--- src/rtl/ioctl_pkg.sv ---
// Shared types and helpers for the HPS ioctl download router.
package ioctl_pkg;

    localparam int IOCTL_AW    = 27;
    localparam int MAX_REGIONS = 8;

    typedef enum logic [1:0] {
        ST_IDLE  = 2'd0,
        ST_LO    = 2'd1,
        ST_HI    = 2'd2,
        ST_FLUSH = 2'd3
    } state_t;

    typedef struct packed {
        logic       hit;
        logic [2:0] idx;
    } region_sel_t;

    // Highest region whose base is <= addr; no hit below region 0 or at/after rom_end.
    function automatic region_sel_t region_sel(
        input logic [IOCTL_AW-1:0]             addr,
        input logic [MAX_REGIONS*IOCTL_AW-1:0] bases,
        input int                              num,
        input logic [IOCTL_AW-1:0]             rom_end
    );
        region_sel_t r;
        r = '0;
        for (int i = 0; i < MAX_REGIONS; i++) begin
            if (i < num && addr >= bases[i*IOCTL_AW +: IOCTL_AW]) begin
                r.hit = 1'b1;
                r.idx = 3'(i);
            end
        end
        if (addr >= rom_end) begin
            r.hit = 1'b0;
        end
        return r;
    endfunction

    function automatic logic [IOCTL_AW-1:0] region_base(
        input logic [MAX_REGIONS*IOCTL_AW-1:0] bases,
        input logic [2:0]                      idx
    );
        return bases[idx*IOCTL_AW +: IOCTL_AW];
    endfunction

endpackage

--- src/rtl/ioctl_loader_region_dec.sv ---
// Combinational ROM region decoder: picks the region for one byte address and
// produces the one-hot write select and the region-local address.
module ioctl_region_dec
    import ioctl_pkg::*;
#(
    parameter int                              NUM_REGIONS = 4,
    parameter int                              ADDR_W      = 17,
    parameter logic [NUM_REGIONS*IOCTL_AW-1:0] REGION_BASE = {27'h18000, 27'h10000, 27'h08000, 27'h0},
    parameter logic [IOCTL_AW-1:0]             ROM_END     = 27'h20000
) (
    input  logic [IOCTL_AW-1:0]    byte_addr,
    output logic                   hit,
    output logic [NUM_REGIONS-1:0] region_oh,
    output logic [ADDR_W-1:0]      local_addr
);

    // Widen the base table so the shared helper can use a fixed width.
    localparam logic [MAX_REGIONS*IOCTL_AW-1:0] BASES = (MAX_REGIONS*IOCTL_AW)'(REGION_BASE);

    region_sel_t sel;

    // Base compare and subtract for the byte currently being emitted.
    always_comb begin
        sel        = region_sel(byte_addr, BASES, NUM_REGIONS, ROM_END);
        hit        = sel.hit;
        region_oh  = sel.hit ? (NUM_REGIONS'(1) << sel.idx) : '0;
        local_addr = ADDR_W'(byte_addr - region_base(BASES, sel.idx));
    end

endmodule

--- src/rtl/ioctl_loader.sv ---
// HPS download router: splits each 16-bit ioctl word into two byte writes,
// routes ROM bytes to address-decoded regions and DIP bytes to a switch bank,
// and tracks ROM load completion for the core hold-reset.
//
//  state    | meaning
//  ---------+-----------------------------------------------------------
//  ST_IDLE  | waiting for ioctl_wr or a pending ROM download end
//  ST_LO    | low byte (even address) on the outputs, ioctl_wait high
//  ST_HI    | high byte (odd address) on the outputs, ioctl_wait high
//  ST_FLUSH | one cycle: rom_loaded set, load_done pulsing
//
// Byte outputs are registered on the edge that enters LO/HI, so what is
// visible during a state is that state's byte.
module ioctl_loader
    import ioctl_pkg::*;
#(
    parameter int                              NUM_REGIONS = 4,
    parameter int                              ADDR_W      = 17,
    parameter logic [NUM_REGIONS*IOCTL_AW-1:0] REGION_BASE = {27'h18000, 27'h10000, 27'h08000, 27'h0},
    parameter logic [IOCTL_AW-1:0]             ROM_END     = 27'h20000,
    parameter logic [7:0]                      ROM_INDEX   = 8'd0,
    parameter logic [7:0]                      DIP_INDEX   = 8'd254,
    parameter int                              DIP_BYTES   = 8,
    parameter logic [DIP_BYTES*8-1:0]          DIP_DEFAULT = '0
) (
    input  logic                   clk_sys,
    input  logic                   reset_n,
    input  logic                   ioctl_download,
    input  logic [7:0]             ioctl_index,
    input  logic                   ioctl_wr,
    input  logic [IOCTL_AW-1:0]    ioctl_addr,
    input  logic [15:0]            ioctl_dout,
    output logic                   ioctl_wait,
    output logic [NUM_REGIONS-1:0] rom_we,
    output logic [ADDR_W-1:0]      rom_addr,
    output logic [7:0]             rom_data,
    output logic [DIP_BYTES*8-1:0] dip_sw,
    output logic                   core_reset,
    output logic                   rom_loaded,
    output logic                   load_done,
    output logic                   overrun
);

    state_t                   state_q, state_d;
    logic                     wait_q, wait_d;
    logic [NUM_REGIONS-1:0]   rom_we_q, rom_we_d;
    logic [ADDR_W-1:0]        rom_addr_q, rom_addr_d;
    logic [7:0]               rom_data_q, rom_data_d;
    logic [DIP_BYTES*8-1:0]   dip_q, dip_d;
    logic                     loaded_q, loaded_d;
    logic                     done_q, done_d;
    logic                     overrun_q, overrun_d;
    logic [IOCTL_AW-2:0]      word_addr_q, word_addr_d;
    logic [7:0]               word_hi_q, word_hi_d;
    logic [7:0]               word_idx_q, word_idx_d;
    logic                     dl_q, dl_d;
    logic [7:0]               dl_idx_q, dl_idx_d;
    logic                     end_pend_q, end_pend_d;

    logic                     emit;
    logic [IOCTL_AW-1:0]      emit_addr;
    logic [7:0]               emit_byte;
    logic [7:0]               emit_idx;
    logic                     dec_hit;
    logic [NUM_REGIONS-1:0]   dec_oh;
    logic [ADDR_W-1:0]        dec_local;
    logic                     dl_fall;
    logic                     dl_rise_rom;

    // Address bit 0 is implied by which half of the word is being emitted.
    logic unused_addr_lsb;
    assign unused_addr_lsb = ioctl_addr[0];

    // Download edges; the end is qualified by the index seen while the download was active.
    assign dl_fall     = dl_q & ~ioctl_download & (dl_idx_q == ROM_INDEX);
    assign dl_rise_rom = ~dl_q & ioctl_download & (ioctl_index == ROM_INDEX);

    // Select the byte to present next: low byte straight off the bus on accept, high byte from the latch in LO.
    always_comb begin
        emit      = 1'b0;
        emit_addr = '0;
        emit_byte = '0;
        emit_idx  = '0;
        if (state_q == ST_IDLE && ioctl_wr) begin
            emit      = 1'b1;
            emit_addr = {ioctl_addr[IOCTL_AW-1:1], 1'b0};
            emit_byte = ioctl_dout[7:0];
            emit_idx  = ioctl_index;
        end else if (state_q == ST_LO) begin
            emit      = 1'b1;
            emit_addr = {word_addr_q, 1'b1};
            emit_byte = word_hi_q;
            emit_idx  = word_idx_q;
        end
    end

    ioctl_region_dec #(
        .NUM_REGIONS (NUM_REGIONS),
        .ADDR_W      (ADDR_W),
        .REGION_BASE (REGION_BASE),
        .ROM_END     (ROM_END)
    ) u_region_dec (
        .byte_addr  (emit_addr),
        .hit        (dec_hit),
        .region_oh  (dec_oh),
        .local_addr (dec_local)
    );

    // Next-state, byte routing and flag logic.
    always_comb begin
        state_d     = state_q;
        wait_d      = wait_q;
        rom_we_d    = '0;
        rom_addr_d  = rom_addr_q;
        rom_data_d  = rom_data_q;
        dip_d       = dip_q;
        loaded_d    = loaded_q;
        done_d      = 1'b0;
        overrun_d   = overrun_q;
        word_addr_d = word_addr_q;
        word_hi_d   = word_hi_q;
        word_idx_d  = word_idx_q;
        dl_d        = ioctl_download;
        dl_idx_d    = ioctl_download ? ioctl_index : dl_idx_q;
        end_pend_d  = end_pend_q | dl_fall;

        case (state_q)
            ST_IDLE: begin
                if (ioctl_wr) begin
                    word_addr_d = ioctl_addr[IOCTL_AW-1:1];
                    word_hi_d   = ioctl_dout[15:8];
                    word_idx_d  = ioctl_index;
                    wait_d      = 1'b1;
                    state_d     = ST_LO;
                end else if (end_pend_d) begin
                    end_pend_d = 1'b0;
                    loaded_d   = 1'b1;
                    done_d     = 1'b1;
                    state_d    = ST_FLUSH;
                end
            end
            ST_LO: begin
                overrun_d = overrun_q | ioctl_wr;
                state_d   = ST_HI;
            end
            ST_HI: begin
                overrun_d = overrun_q | ioctl_wr;
                wait_d    = 1'b0;
                state_d   = ST_IDLE;
            end
            ST_FLUSH: begin
                overrun_d = overrun_q | ioctl_wr;
                state_d   = ST_IDLE;
            end
            default: state_d = ST_IDLE;
        endcase

        if (dl_rise_rom) begin
            loaded_d = 1'b0;
        end

        if (emit) begin
            if (emit_idx == ROM_INDEX) begin
                if (dec_hit) begin
                    rom_we_d   = dec_oh;
                    rom_addr_d = dec_local;
                    rom_data_d = emit_byte;
                end
            end else if (emit_idx == DIP_INDEX) begin
                for (int k = 0; k < DIP_BYTES; k++) begin
                    if (emit_addr == IOCTL_AW'(k)) begin
                        dip_d[8*k +: 8] = emit_byte;
                    end
                end
            end
        end
    end

    // State and registered outputs.
    always_ff @(posedge clk_sys or negedge reset_n) begin
        if (!reset_n) begin
            state_q     <= ST_IDLE;
            wait_q      <= 1'b0;
            rom_we_q    <= '0;
            rom_addr_q  <= '0;
            rom_data_q  <= '0;
            dip_q       <= DIP_DEFAULT;
            loaded_q    <= 1'b0;
            done_q      <= 1'b0;
            overrun_q   <= 1'b0;
            word_addr_q <= '0;
            word_hi_q   <= '0;
            word_idx_q  <= '0;
            dl_q        <= 1'b0;
            dl_idx_q    <= '0;
            end_pend_q  <= 1'b0;
        end else begin
            state_q     <= state_d;
            wait_q      <= wait_d;
            rom_we_q    <= rom_we_d;
            rom_addr_q  <= rom_addr_d;
            rom_data_q  <= rom_data_d;
            dip_q       <= dip_d;
            loaded_q    <= loaded_d;
            done_q      <= done_d;
            overrun_q   <= overrun_d;
            word_addr_q <= word_addr_d;
            word_hi_q   <= word_hi_d;
            word_idx_q  <= word_idx_d;
            dl_q        <= dl_d;
            dl_idx_q    <= dl_idx_d;
            end_pend_q  <= end_pend_d;
        end
    end

    assign ioctl_wait = wait_q;
    assign rom_we     = rom_we_q;
    assign rom_addr   = rom_addr_q;
    assign rom_data   = rom_data_q;
    assign dip_sw     = dip_q;
    assign rom_loaded = loaded_q;
    assign load_done  = done_q;
    assign overrun    = overrun_q;
    // The core stays held while a ROM download is running or until one has completed.
    assign core_reset = ~loaded_q | (ioctl_download & (ioctl_index == ROM_INDEX));

endmodule

--- config.mk ---
export PLATFORM = sky130hd
export DESIGN_NAME = ioctl_loader
export DESIGN_NICKNAME = d
export VERILOG_FILES = /design/src/rtl/ioctl_pkg.sv /design/src/rtl/ioctl_loader_region_dec.sv /design/src/rtl/ioctl_loader.sv
export SDC_FILE = /design/constraint.sdc
export NUM_CORES = 1
export LEC_CHECK = 0
export BUFFER_PORTS_ARGS = -buffer_cell sky130_fd_sc_hd__buf_2
export CORE_MARGIN = 5
export CORE_UTILIZATION = 25
export CTS_CLUSTER_SIZE = 25
export DETAILED_ROUTE_END_ITERATION = 8
export HOLD_SLACK_MARGIN = 0.15
export PLACE_DENSITY_LB_ADDON = 0.2
export SYNTH_ARGS = -nofsm -noshare
export SYNTH_HDL_FRONTEND = slang
export SYNTH_SLANG_ARGS = --single-unit
--- constraint.sdc ---
create_clock -name clk_sys -period 3.5 [get_ports clk_sys]
set_clock_uncertainty 0.1 [all_clocks]
set_input_delay 0.7 -clock clk_sys [delete_from_list [all_inputs] [get_ports clk_sys]]
set_output_delay 0.7 -clock clk_sys [all_outputs]
set_load 0.02 [all_outputs]
Word level (Yosys, flattened, before mapping)
Cells that the tools add are included.
Operators by class
  add/subtract/negate cells: 1
  multipliers: 1
  $lt $le $gt $ge: 5
  equality and inequality tests: 14
  shifts and indexed selects: 2
  multiplexer cells: 30
  bitwise operators: 12
  reductions and logical operators: 23
Operators with widths (count)
  $shiftx 216x9->17 const A: 1
  $eq 27x3->1 const B: 4
  $eq 27x2->1 const B: 2
  $ge 27x17->1 const B: 2
  $mux 27: 2
  $mux 8: 4
  $reduce_and 4->1: 8
  $mux 4: 7
  $eq 27x1->1 const B: 1
  $ge 27x1->1 const B: 1
  $ge 27x16->1 const B: 1
  $ge 27x18->1 const B: 1
  $logic_not 27->1: 1
  $logic_not 8->1: 3
  $sub 17x17->17: 1
  $mux 1: 13
  $eq 8x8->1 const B: 1
  $mul 3x5->8 const B: 1
  $pmux 2 s3: 1
  $reduce_and 3->1: 2
  $reduce_bool 2->1: 3
  $and 1x1->1: 5
  $eq 2x2->1 const B: 2
  $mux 2: 2
  other kinds (13): 19
Word-level totals
  register bits: 151
  input bits: 55
  output and inout bits: 98
  logic and storage cells: 110

Longest topological paths before layout
Gate-level depths: netlist of the first run.
  word-level depth: 12
  gate-level depth with buffers: 10
  mapped depth without buffers: 8

By module
A second synthesis of the first run with hierarchy kept.
Second synthesis, totals
  cell total of the unflattened synthesis: 546
  area total of the unflattened synthesis: 6917.9 sq um
By module, submodules not included
  ioctl_loader: instances 1, cells an instance 517, area an instance 6757.7 sq um, seq. area each 3778.6 sq um
  ioctl_region_dec: instances 1, cells an instance 29, area an instance 160.2 sq um, seq. area each 0.0 sq um

Worst setup path before layout of the first run
No wires, ideal clock.
  path type: input port to flip-flop
  from: in ioctl_wr
  to: reg dip_q[10], in the netlist dip_sw[10]
  library setup time: 0.125 ns
  arrival: 2.684 ns
  data required time: 3.275 ns
  path slack: 0.591 ns
  cell stages on the path: 8
  path buffers: 2
  cell sequence: buf_4 > nor3b_4 > a22oi_2 > nor4b_2 > nand4_2 > or3_1 > buf_6 > mux2_4
Between the ends
  cells in the longest elaborated chain, start to end: 5
  elaborated cells on any way between the ends: 10
  those cells by class: 2 x eq/ne; 4 x mux; 1 x bitwise; 3 x reduce/logical
RTL lines
  from (decl): line ioctl_loader.sv:30  | input logic ioctl_wr,
  $logic_and 1x1->1 (*): line ioctl_loader.sv:84  | if (state_q == ST_IDLE && ioctl_wr) begin
  parallel branches: the longest is 4 deep, another holds $mux 27
  to (signal assigned): line ioctl_loader.sv:203  | dip_q <= dip_d;
  to (decl): line ioctl_loader.sv:49  | logic [DIP_BYTES*8-1:0] dip_q, dip_d;
Mark *: on every way between the ends.
A chain may end at the register's enable or synchronous reset.

Worst setup path after layout of the first run
  from: reg state_q[1]
  to: reg dip_q[10], in the netlist dip_sw[10]
Between the ends
  cells in the longest elaborated chain, start to end: 6
  elaborated cells on any way between the ends: 16
  those cells by class: 3 x eq/ne; 8 x mux; 1 x bitwise; 4 x reduce/logical
RTL lines
  from (decl): line ioctl_loader.sv:44  | state_t state_q, state_d;
  from (signal assigned): line ioctl_loader.sv:198  | state_q <= state_d;
  parallel branches: the longest is 6 deep, another holds $mux 27
Several ways; the timed one is not identified.

==> results of run 1 <==
## logic make-up (layout without fill, tap and decap cells)
| logic type | after synthesis | after routing | share of synthesized area |
|---|---|---|---|
| flops | 151 | 151 | 0.602 |
| fa+ha+maj | 1 | 1 | 0.00199 |
| compound gates | 52 | 52 | 0.0560 |
| mux | 83 | 83 | 0.153 |
| simple gates | 214 | 214 | 0.164 |
| other cells | 0 | 3 | 0 |
| buf+inv | 30 | 206 | 0.0221 |
## sequential cells by signal (all words and copies together) (netlist names)
name	count
word_addr_q	26
overrun	1
rom_data	8
dl_q	1
rom_addr	17
word_idx_q	8
state_q	2
dl_idx_q	8
ioctl_wait	1
dip_sw	64
rom_we	4
rom_loaded	1
end_pend_q	1
word_hi_q	8
load_done	1
## area by class of cell
type                    count  area share
inverters                   6     0.00278
repair buffers            168       0.115
diodes                      3    0.000925
multi-input cells         350       0.291
clock inverters            15      0.0217
flip-flops and latches    151       0.466
clock buffers              17      0.0524
well taps                 330      0.0509
## metal layers
| metal | up-vias | global-route usage |
|---|---|---|
| li1 | 2166 | - |
| met1 | 2199 | 0.184 |
| met2 | 129 | 0.188 |
| met3 | 18 | 0.0353 |
| met4 | 2 | 0.0395 |
| met5 | - | 0 |
## power by group through the flow
| stage | Combinational (uW) | Sequential [uW] | Clock [uW] |
|---|---|---|---|
| final | 1050 | 2220 | 1860 |
| after floorplan | 481 | 2390 | 0 |
| after global placement | 1060 | 2260 | 0 |
| after detailed placement | 1070 | 2260 | 0 |
| after CTS | 1070 | 2230 | 1910 |
| after global routing | 1170 | 2260 | 1970 |
## cells in the final DEF, fill, tap and decap left out, drive strengths merged, types with 4 or more instances in the layout
| cell | count |
|---|---|
| a21oi | 10 |
| inv | 15 |
| nor4 | 11 |
| o21ai | 5 |
| clkbuf | 17 |
| a31oi | 16 |
| dfrtp | 151 |
| nand2 | 133 |
| buf | 167 |
| nor2 | 33 |
| nor3 | 10 |
| a22o | 8 |
| mux2 | 82 |
| a22oi | 4 |
| clkinv | 4 |
## per-stage QoR
stage,setup WS (ps),hold WS (ps)
finish,419,362
global placement,132,347
CTS,349,361
global route,192,368
detailed placement,117,347
floorplan,591,304
## worst register-to-register path, cell delays in order, from the launching register on
cell and delay, ps:
sky130_fd_sc_hd__dfrtp_1 510, sky130_fd_sc_hd__and2b_2 480, sky130_fd_sc_hd__a22oi_2 120, sky130_fd_sc_hd__nor4b_2 440
sky130_fd_sc_hd__nand4_2 290, sky130_fd_sc_hd__or3_1 660, sky130_fd_sc_hd__mux2_4 380
## worst paths after layout
check	from	endpoint	slack (ps)	cells after the start
worst min register to register	overrun	overrun	360	1
max in group asynchronous	reset_n	dip_sw[58]	1820	3
worst max-delay path	state_q[1]	dip_sw[10]	420	6
worst max register to register	state_q[1]	dip_sw[10]	420	6
worst min-delay path	overrun	overrun	360	1
min in group asynchronous	reset_n	dip_sw[41]	700	2
==> qor_table.md, run 1 <==
| Quantity | Value | Unit |
| --- | --- | --- |
| Proportion of total power due to net switching | 0.341 | - |
| Placement Cell Area | 0.00749 | mm^2 |
| Total number of vias | 4514 | - |
| TritonRoute pass-1 iters | 4 | - |
| I/O pin count | 153 | - |
| Post-layout min period | 3080 | ps |
| Post-synthesis sequential element count | 151 | - |
| Detailed-route wire length | 17800 | um |
| Floorplan core area | 0.0250 | mm^2 |
| Worst slew margin | 0.539 | - |
| Startpoint Class | flop | - |
| Largest delay share family, worst path | simple AND/OR/NAND/NOR gates | - |
| Die Ht | 168 | um |
| Area added between synthesis and finish | 29.2 | % |
| Pleak | 0.00421 | uW |
| Die outline area | 0.0284 | mm^2 |
| RePlAce Congestion | 0.734 | - |
| Skew-Pair Late Insertion Delay | 430 | ps |
| Switching power summed over all nets | 1750 | uW |
| Clock Sink Count | 151 | - |
| Cell Int Power | 3380 | uW |
| Layout fillers | 2617 | - |
| Drt via density | 4.34 | - |
| Antenna violations before repair | 4 | - |
| Hold violation total from the final report | 0 | - |
| Sum Neg Setup Slack | 0 | ps |
| Period utilisation layout | 0.880 | - |
| Kind of capture point of the worst setup path | flop | - |
| Number of enable-type register cells in the synthesized netlist | 0 | - |
| Number of gates resized after cts | 0 | - |
| DRC violations left | 0 | - |
| Kind of path behind the tightest hold check | reg2reg | - |
| Share of async-settable or async-resettable flops after synthesis | 1.00 | - |
| Count of standard-cell rows | 58 | - |
| Worst-path maximum fanout | 13 | - |
| Fraction of final layout cells with drive strength greater than 1 | 0.424 | - |
| Delay of the slowest cell on the worst path | 660 | ps |
| Worst EP arrival | 3300 | ps |
| Setup repair after global routing missed its margin | false | - |
| Share of the synthesized area in the top cell type | 0.602 | - |
| Total CTS buffers | 17 | - |
| Starting density of the core | 0.251 | - |
| Mapped Area | 0.00628 | mm^2 |
| Final layout net count | 750 | - |
| Via count of the first global-routing pass | 4598 | - |
| Design Power | 5130 | uW |
| Half-perimeter wire length of the detailed placement result | 12800 | um |
| Number of warning messages in the yosys log | 0 | - |
| Buffer type at the clock tree root | sky130_fd_sc_hd__clkbuf_16 | - |
| Port buffer count | 151 | - |
| Uppermost routed layer | met5 | - |
| End-of-flow core utilization | 0.325 | - |
| Dominant register cell in the synthesized netlist | sky130_fd_sc_hd__dfrtp_1 | - |
| Power per standard cell area | 632 | mW/mm^2 |
| Maximum number of pins on one net before global-route repair | 53 | - |
| Maximum vdd drop | 0.000237 | V |
| Routed met2 length | 7810 | um |
| Met3 layer wire length in the routed design | 1010 | um |
| Worst Max-Slew Pin Slew | 685 | ps |
| Footprint of the multi-input gates | 0.00236 | mm^2 |
| Final non-filler cell total | 1040 | - |
| Most frequent cell after synthesis | sky130_fd_sc_hd__dfrtp_1 | - |
| TritonCTS clock tree | done | - |
| H-Tree Level Count | 4 | - |
| Slew Viols, Final | 0 | - |
| Cell-by-cell listing of the critical path | and2b_2, a22oi_2, nor4b_2, nand4_2, or3_1, mux2_4 | - |
| Sequential share of power | 0.433 | - |
| Wire per inst | 17.1 | um |
| Final setup viols | 0 | - |
| Syn avg cell area | 11.8 | um^2 |
| Post-Route M1 WL | 8690 | um |
| Final design area excluding fillers | 0.00811 | mm^2 |
| Path type of the worst setup path | reg2reg | - |
| Clock power frac | 0.363 | - |
| Max Root-Sink Buffers | 2 | - |
| Placed cell count | 1004 | - |
| Highest-delay cell along the critical path | sky130_fd_sc_hd__or3_1 | - |
| Most numerous cell types in the synthesized netlist | sky130_fd_sc_hd__dfrtp_1 (151), sky130_fd_sc_hd__nand2_1 (133), sky130_fd_sc_hd__mux2_2 (74), sky130_fd_sc_hd__nor2_1 (31), sky130_fd_sc_hd__clkbuf_1 (17) | - |
| Storage cell area | 0.00378 | mm^2 |
| Library cells used by synthesis | 46 | - |
| Starting DRT DRC Count | 186 | - |
| Post CTS Setup Buffer Count | 0 | - |
| Overall overflow remaining after global route | 0 | - |
| Cell type contributing the most total cell area after synthesis | sky130_fd_sc_hd__dfrtp_1 | - |
| Fraction of power consumed by combinational cells | 0.204 | - |
| Aggregate global-route resource usage | 0.128 | - |
| Number of cells produced by synthesis | 531 | - |
| Clock transition at path regs | 70 | ps |
| Max_cap viols | 0 | - |
| Register area share after synthesis | 0.602 | - |
| Remaining antenna violation count after routing | 0 | - |
| Number of buffers inserted by hold repair at cts | 1 | - |
| Maximum frequency from static timing analysis | 0.325 | GHz |
| Run status | complete, no violations | - |
| Net count after synthesis | 587 | - |
| Wire length of the first global-routing pass | 28000 | um |
| Horizontal die dimension | 168 | um |
| Required arrival time at the worst endpoint | 3710 | ps |
| Buffers & Inverters on Critical Path | 0 | - |
| Leading post-synthesis cells by cell area | sky130_fd_sc_hd__dfrtp_1 (60%), sky130_fd_sc_hd__mux2_2 (13%), sky130_fd_sc_hd__nand2_1 (8.0%) | - |
No activity file was read; power rests on OpenSTA's default activity.
==> run 2, diff against run 1 <==
--- a/config.mk
+++ b/config.mk
@@ -5,6 +5,7 @@
 export SDC_FILE = /design/constraint.sdc
 export NUM_CORES = 1
 export LEC_CHECK = 0
+export ABC_AREA = 1
 export BUFFER_PORTS_ARGS = -buffer_cell sky130_fd_sc_hd__buf_2
 export CORE_MARGIN = 5
 export CORE_UTILIZATION = 25
@@ -12,6 +13,7 @@
 export DETAILED_ROUTE_END_ITERATION = 8
 export HOLD_SLACK_MARGIN = 0.15
 export PLACE_DENSITY_LB_ADDON = 0.2
+export REMOVE_ABC_BUFFERS = 1
 export SYNTH_ARGS = -nofsm -noshare
 export SYNTH_HDL_FRONTEND = slang
 export SYNTH_SLANG_ARGS = --single-unit
==> qor_table.md, run 2 <==
| Quantity | Value | Unit | Delta |
| --- | --- | --- | --- |
| Antenna violations before repair | 2 | - | -2 |
| Max_cap viols | 0 | - | unchanged |
| Maximum frequency from static timing analysis | 0.351 | GHz | +8.3% |
| Most numerous cell types in the synthesized netlist | sky130_fd_sc_hd__nand2_1 (387), sky130_fd_sc_hd__dfrtp_1 (151), sky130_fd_sc_hd__nand3_1 (98), sky130_fd_sc_hd__inv_1 (39), sky130_fd_sc_hd__nor2_1 (39) | - |  |
| Run status | complete, no violations | - |  |
| End-of-flow core utilization | 0.325 | - | about the same |
| Cell Int Power | 3610 | uW | +6.8% |
| Starting DRT DRC Count | 321 | - | +73% |
| Fraction of the mapped netlist area in simple logic gates | 0.356 | - | +0.191 |
| Most frequent cells in the layout | sky130_fd_sc_hd__nand2_1 (387), sky130_fd_sc_hd__dfrtp_1 (151), sky130_fd_sc_hd__buf_2 (150), sky130_fd_sc_hd__nand3_1 (98), sky130_fd_sc_hd__inv_1 (39) | - |  |
| R2R Path End | rom_addr[1] | - |  |
| Total CTS buffers | 17 | - | unchanged |
| Sum Neg Setup Slack | 0 | ps | unchanged |
| Post-layout min period | 2850 | ps | -236 ps |
| CP Launch Point | state_q[1] | - |  |
| Most frequent standard cell in the layout excluding fill and tap cells | sky130_fd_sc_hd__nand2_1 | - |  |
| Post-synthesis sequential element count | 151 | - | unchanged |
| Detailed-route wire length | 20300 | um | +14% |
| Clock Sink Count | 151 | - | unchanged |
| Mapped Area | 0.00666 | mm^2 | +6.1% |
| Count of standard-cell rows | 59 | - | +1.7% |
| Number of cells produced by synthesis | 819 | - | +54% |
| Hold violation total from the final report | 0 | - | unchanged |
| Share of async-settable or async-resettable flops after synthesis | 1.00 | - | unchanged |
| Worst setup slack for register-to-register paths | 650 | ps | +240 ps |
| Power per standard cell area | 633 | mW/mm^2 | +0.16% |
| Fraction of power consumed by combinational cells | 0.222 | - | +0.018 |
| Half-perimeter wire length of the detailed placement result | 13900 | um | +8.3% |
| Aggregate global-route resource usage | 0.139 | - | +0.0114 |
| Post CTS Setup Buffer Count | 0 | - | unchanged |
| Synth Area in Compound Gates | 0.0289 | - | -0.0271 |
| Horizontal die dimension | 173 | um | +2.8% |
| Number of warning messages in the yosys log | 0 | - | unchanged |
| Die Ht | 173 | um | +2.8% |
| Cell-by-cell listing of the critical path | nor2_4, nand3_1, nand2_1, nand2_1, nor2_1, nand4_1, nor2_2, o21ai_0, nand2_1 | - |  |
| RePlAce Congestion | 0.741 | - | +0.95% |
| I/O pin count | 153 | - | unchanged |
| Buffer type at the clock tree root | sky130_fd_sc_hd__clkbuf_16 | - |  |
| Library cells used by synthesis | 26 | - | -43% |
| Antenna diode count | 0 | - | -3 |
| Placement Cell Area | 0.00786 | mm^2 | +4.9% |
| Total number of vias | 5732 | - | +27% |
| Most frequent cell after synthesis | sky130_fd_sc_hd__nand2_1 | - |  |
| Maximum vdd drop | 0.000252 | V | +6.1% |
| Final layout net count | 1035 | - | +38% |
| TritonCTS clock tree | done | - |  |
| Depth of the worst register-to-register path | 9 | - | +3 |
| Maximum number of pins on one net before global-route repair | 73 | - | +38% |
| Drt via density | 4.32 | - | -0.48% |
| Number of gates resized after cts | 0 | - | unchanged |
| Area share of xor/xnor cells in the synthesized design | 0 | - | unchanged |
| Skew-Pair Late Insertion Delay | 420 | ps | about the same |
| Slew Viols, Final | 0 | - | unchanged |
| Wire per inst | 15.3 | um | -11% |
| Sequential share of power | 0.401 | - | -0.032 |
| Number of buffers inserted by hold repair at cts | 0 | - | -1 |
| Proportion of total power due to net switching | 0.329 | - | -0.0121 |
| Multiplexer share of the synthesized area | 0 | - | -0.153 |
| Area added between synthesis and finish | 27.6 | % |  |
| Share of synthesized cell area in full adder, half adder and majority cells | 0.00188 | - | -0.000115 |
| Buffers & Inverters on Critical Path | 0 | - | unchanged |
| Combinational family with the most area after synthesis | simple AND/OR/NAND/NOR gates | - |  |
| Worst-path maximum fanout | 21 | - | +8 |
| TritonRoute pass-1 iters | 6 | - | +2 |
| Crit path setup slack, layout | 655 | ps | +236 ps |
| Final setup viols | 0 | - | unchanged |
| Startpoint Class | flop | - |  |
| Worst EP arrival | 3090 | ps | -210 ps |
| H-Tree Level Count | 4 | - | unchanged |
| Kind of capture point of the worst setup path | flop | - |  |
| Final design area excluding fillers | 0.00850 | mm^2 | +4.8% |
| Leading post-synthesis cells by cell area | sky130_fd_sc_hd__dfrtp_1 (57%), sky130_fd_sc_hd__nand2_1 (22%), sky130_fd_sc_hd__nand3_1 (7.4%) | - |  |
| Number of enable-type register cells in the synthesized netlist | 0 | - | unchanged |
| Kind of path behind the tightest hold check | in2async | - |  |
| Pleak | 0.00486 | uW | +15% |
| Largest delay share family, worst path | simple AND/OR/NAND/NOR gates | - |  |
| Switching power summed over all nets | 1770 | uW | +1.2% |
| Delay of the slowest cell on the worst path | 770 | ps | +110 ps |
| Setup repair after global routing missed its margin | false | - |  |
| Tightest hold margin | 171 | ps | -192 ps |
| Fraction of final layout cells with drive strength greater than 1 | 0.231 | - | -0.193 |
| Worst slew margin | 0.347 | - | -0.192 |
| Number of flip-flops under the largest register name | 64 | - | unchanged |
| Wire length of the first global-routing pass | 33200 | um | +19% |
| Dominant register cell in the synthesized netlist | sky130_fd_sc_hd__dfrtp_1 | - |  |
| Highest-delay cell along the critical path | sky130_fd_sc_hd__nor2_2 | - |  |
| Syn avg cell area | 8.13 | um^2 | -31% |
| Max Root-Sink Buffers | 2 | - | unchanged |
| Path type of the worst setup path | reg2reg | - |  |
| Via count of the first global-routing pass | 5914 | - | +29% |
| DRC violations left | 0 | - | unchanged |
| Remaining antenna violation count after routing | 0 | - | unchanged |
| Floorplan core area | 0.0261 | mm^2 | +4.7% |
| Required arrival time at the worst endpoint | 3750 | ps | +40 ps |
| Clock transition at path regs | 70 | ps | about the same |
| Clock power frac | 0.376 | - | +0.013 |
| Post-Place Setup Slack | 406 | ps | +289 ps |
| Period utilisation layout | 0.813 | - | -0.0673 |
| Share of the synthesized area in the top cell type | 0.567 | - | -0.0346 |
| Port buffer count | 151 | - | unchanged |
| Overall overflow remaining after global route | 0 | - | unchanged |
| Starting density of the core | 0.255 | - | +0.00341 |
| Cell type contributing the most total cell area after synthesis | sky130_fd_sc_hd__dfrtp_1 | - |  |
| Die outline area | 0.0300 | mm^2 | +5.7% |
| Worst Max-Slew Pin Slew | 978 | ps | +294 ps |
| Register area share after synthesis | 0.567 | - | -0.0346 |
| Critical Path Most Common Cell | sky130_fd_sc_hd__nand2_1 | - |  |
| Beginning of the worst register-to-register path | state_q[1] | - |  |
## run 2: changes by cell type in the layout (fill, tap and decap cells not counted), moves of 8 or more
cell,change
sky130_fd_sc_hd__nand3_1,+96
sky130_fd_sc_hd__o21ai_0,+20
sky130_fd_sc_hd__nand2_1,+254
sky130_fd_sc_hd__nor2_4,+11
sky130_fd_sc_hd__mux2_4,-8
sky130_fd_sc_hd__a31oi_1,-16
sky130_fd_sc_hd__a21oi_1,-8
sky130_fd_sc_hd__mux2_2,-74
sky130_fd_sc_hd__inv_1,+33
sky130_fd_sc_hd__o21ai_1,+10
sky130_fd_sc_hd__a22o_1,-8
## run 2: final cells by class
| type | count | area [um^2] |
|---|---|---|
| tap | 335 | 419 |
| timing repair buffer | 170 | 930 |
| fill | 2889 | 17600 |
| sequential | 151 | 3780 |
| multi-input combinational | 597 | 2580 |
| clock buffer | 19 | 443 |
| clock inverter | 13 | 194 |
| inverter | 42 | 158 |
## run 2: per-layer routing
layer / wire, um / part of all wire / vias up / track usage
met4: 192 / 0.0095 / 4 / 0.0329
met5: 32 / 0.0016 / - / 0
met3: 893 / 0.044 / 19 / 0.0349
met2: 9420 / 0.46 / 119 / 0.224
met1: 9760 / 0.48 / 2683 / 0.191
li1: - / - / 2907 / -
## run 2: metrics by stage
step	power (uW)	instances
6_report	5380	1327
5_1_grt	5730	1327
4_1_cts	5480	1327
3_5_place_dp	3420	1295
3_3_place_gp	3400	1295
2_1_floorplan	2900	790
## run 2: worst max path at each step
stage,endpoint,slack [ps],cells past startpoint
2_1_floorplan,dip_sw[0],110,10
3_3_place_gp,rom_addr[1],460,11
3_5_place_dp,rom_addr[1],410,11
6_report,rom_addr[1],650,9
5_1_grt,rom_addr[0],250,9
4_1_cts,rom_addr[1],560,9
## run 2: cells by family (layout without fill, tap and decap cells)
logic type	Yosys count	count (layout)
buffers and inverters	71	244
adder cells (fa/ha/maj)	1	1
AO/OA/AOI/OAI	38	38
flip-flops	151	151
AND/OR/NAND/NOR	558	558
## run 2: worst reg2reg max path, cell delays in order (launching register included)
cell and delay, ps:
sky130_fd_sc_hd__dfrtp_1 470, sky130_fd_sc_hd__nor2_4 420, sky130_fd_sc_hd__nand3_1 120, sky130_fd_sc_hd__nand2_1 100, sky130_fd_sc_hd__nand2_1 60, sky130_fd_sc_hd__nor2_1 230
sky130_fd_sc_hd__nand4_1 170, sky130_fd_sc_hd__nor2_2 770, sky130_fd_sc_hd__o21ai_0 220, sky130_fd_sc_hd__nand2_1 120
## run 2: power groups by stage
stage | sequential, uW | combinational, uW | clock [uW]
global placement | 2190 | 1220 | 0
detailed placement | 2190 | 1220 | 0
CTS | 2160 | 1230 | 2090
global route | 2200 | 1370 | 2170
finish | 2160 | 1200 | 2020
floorplan | 2300 | 596 | 0
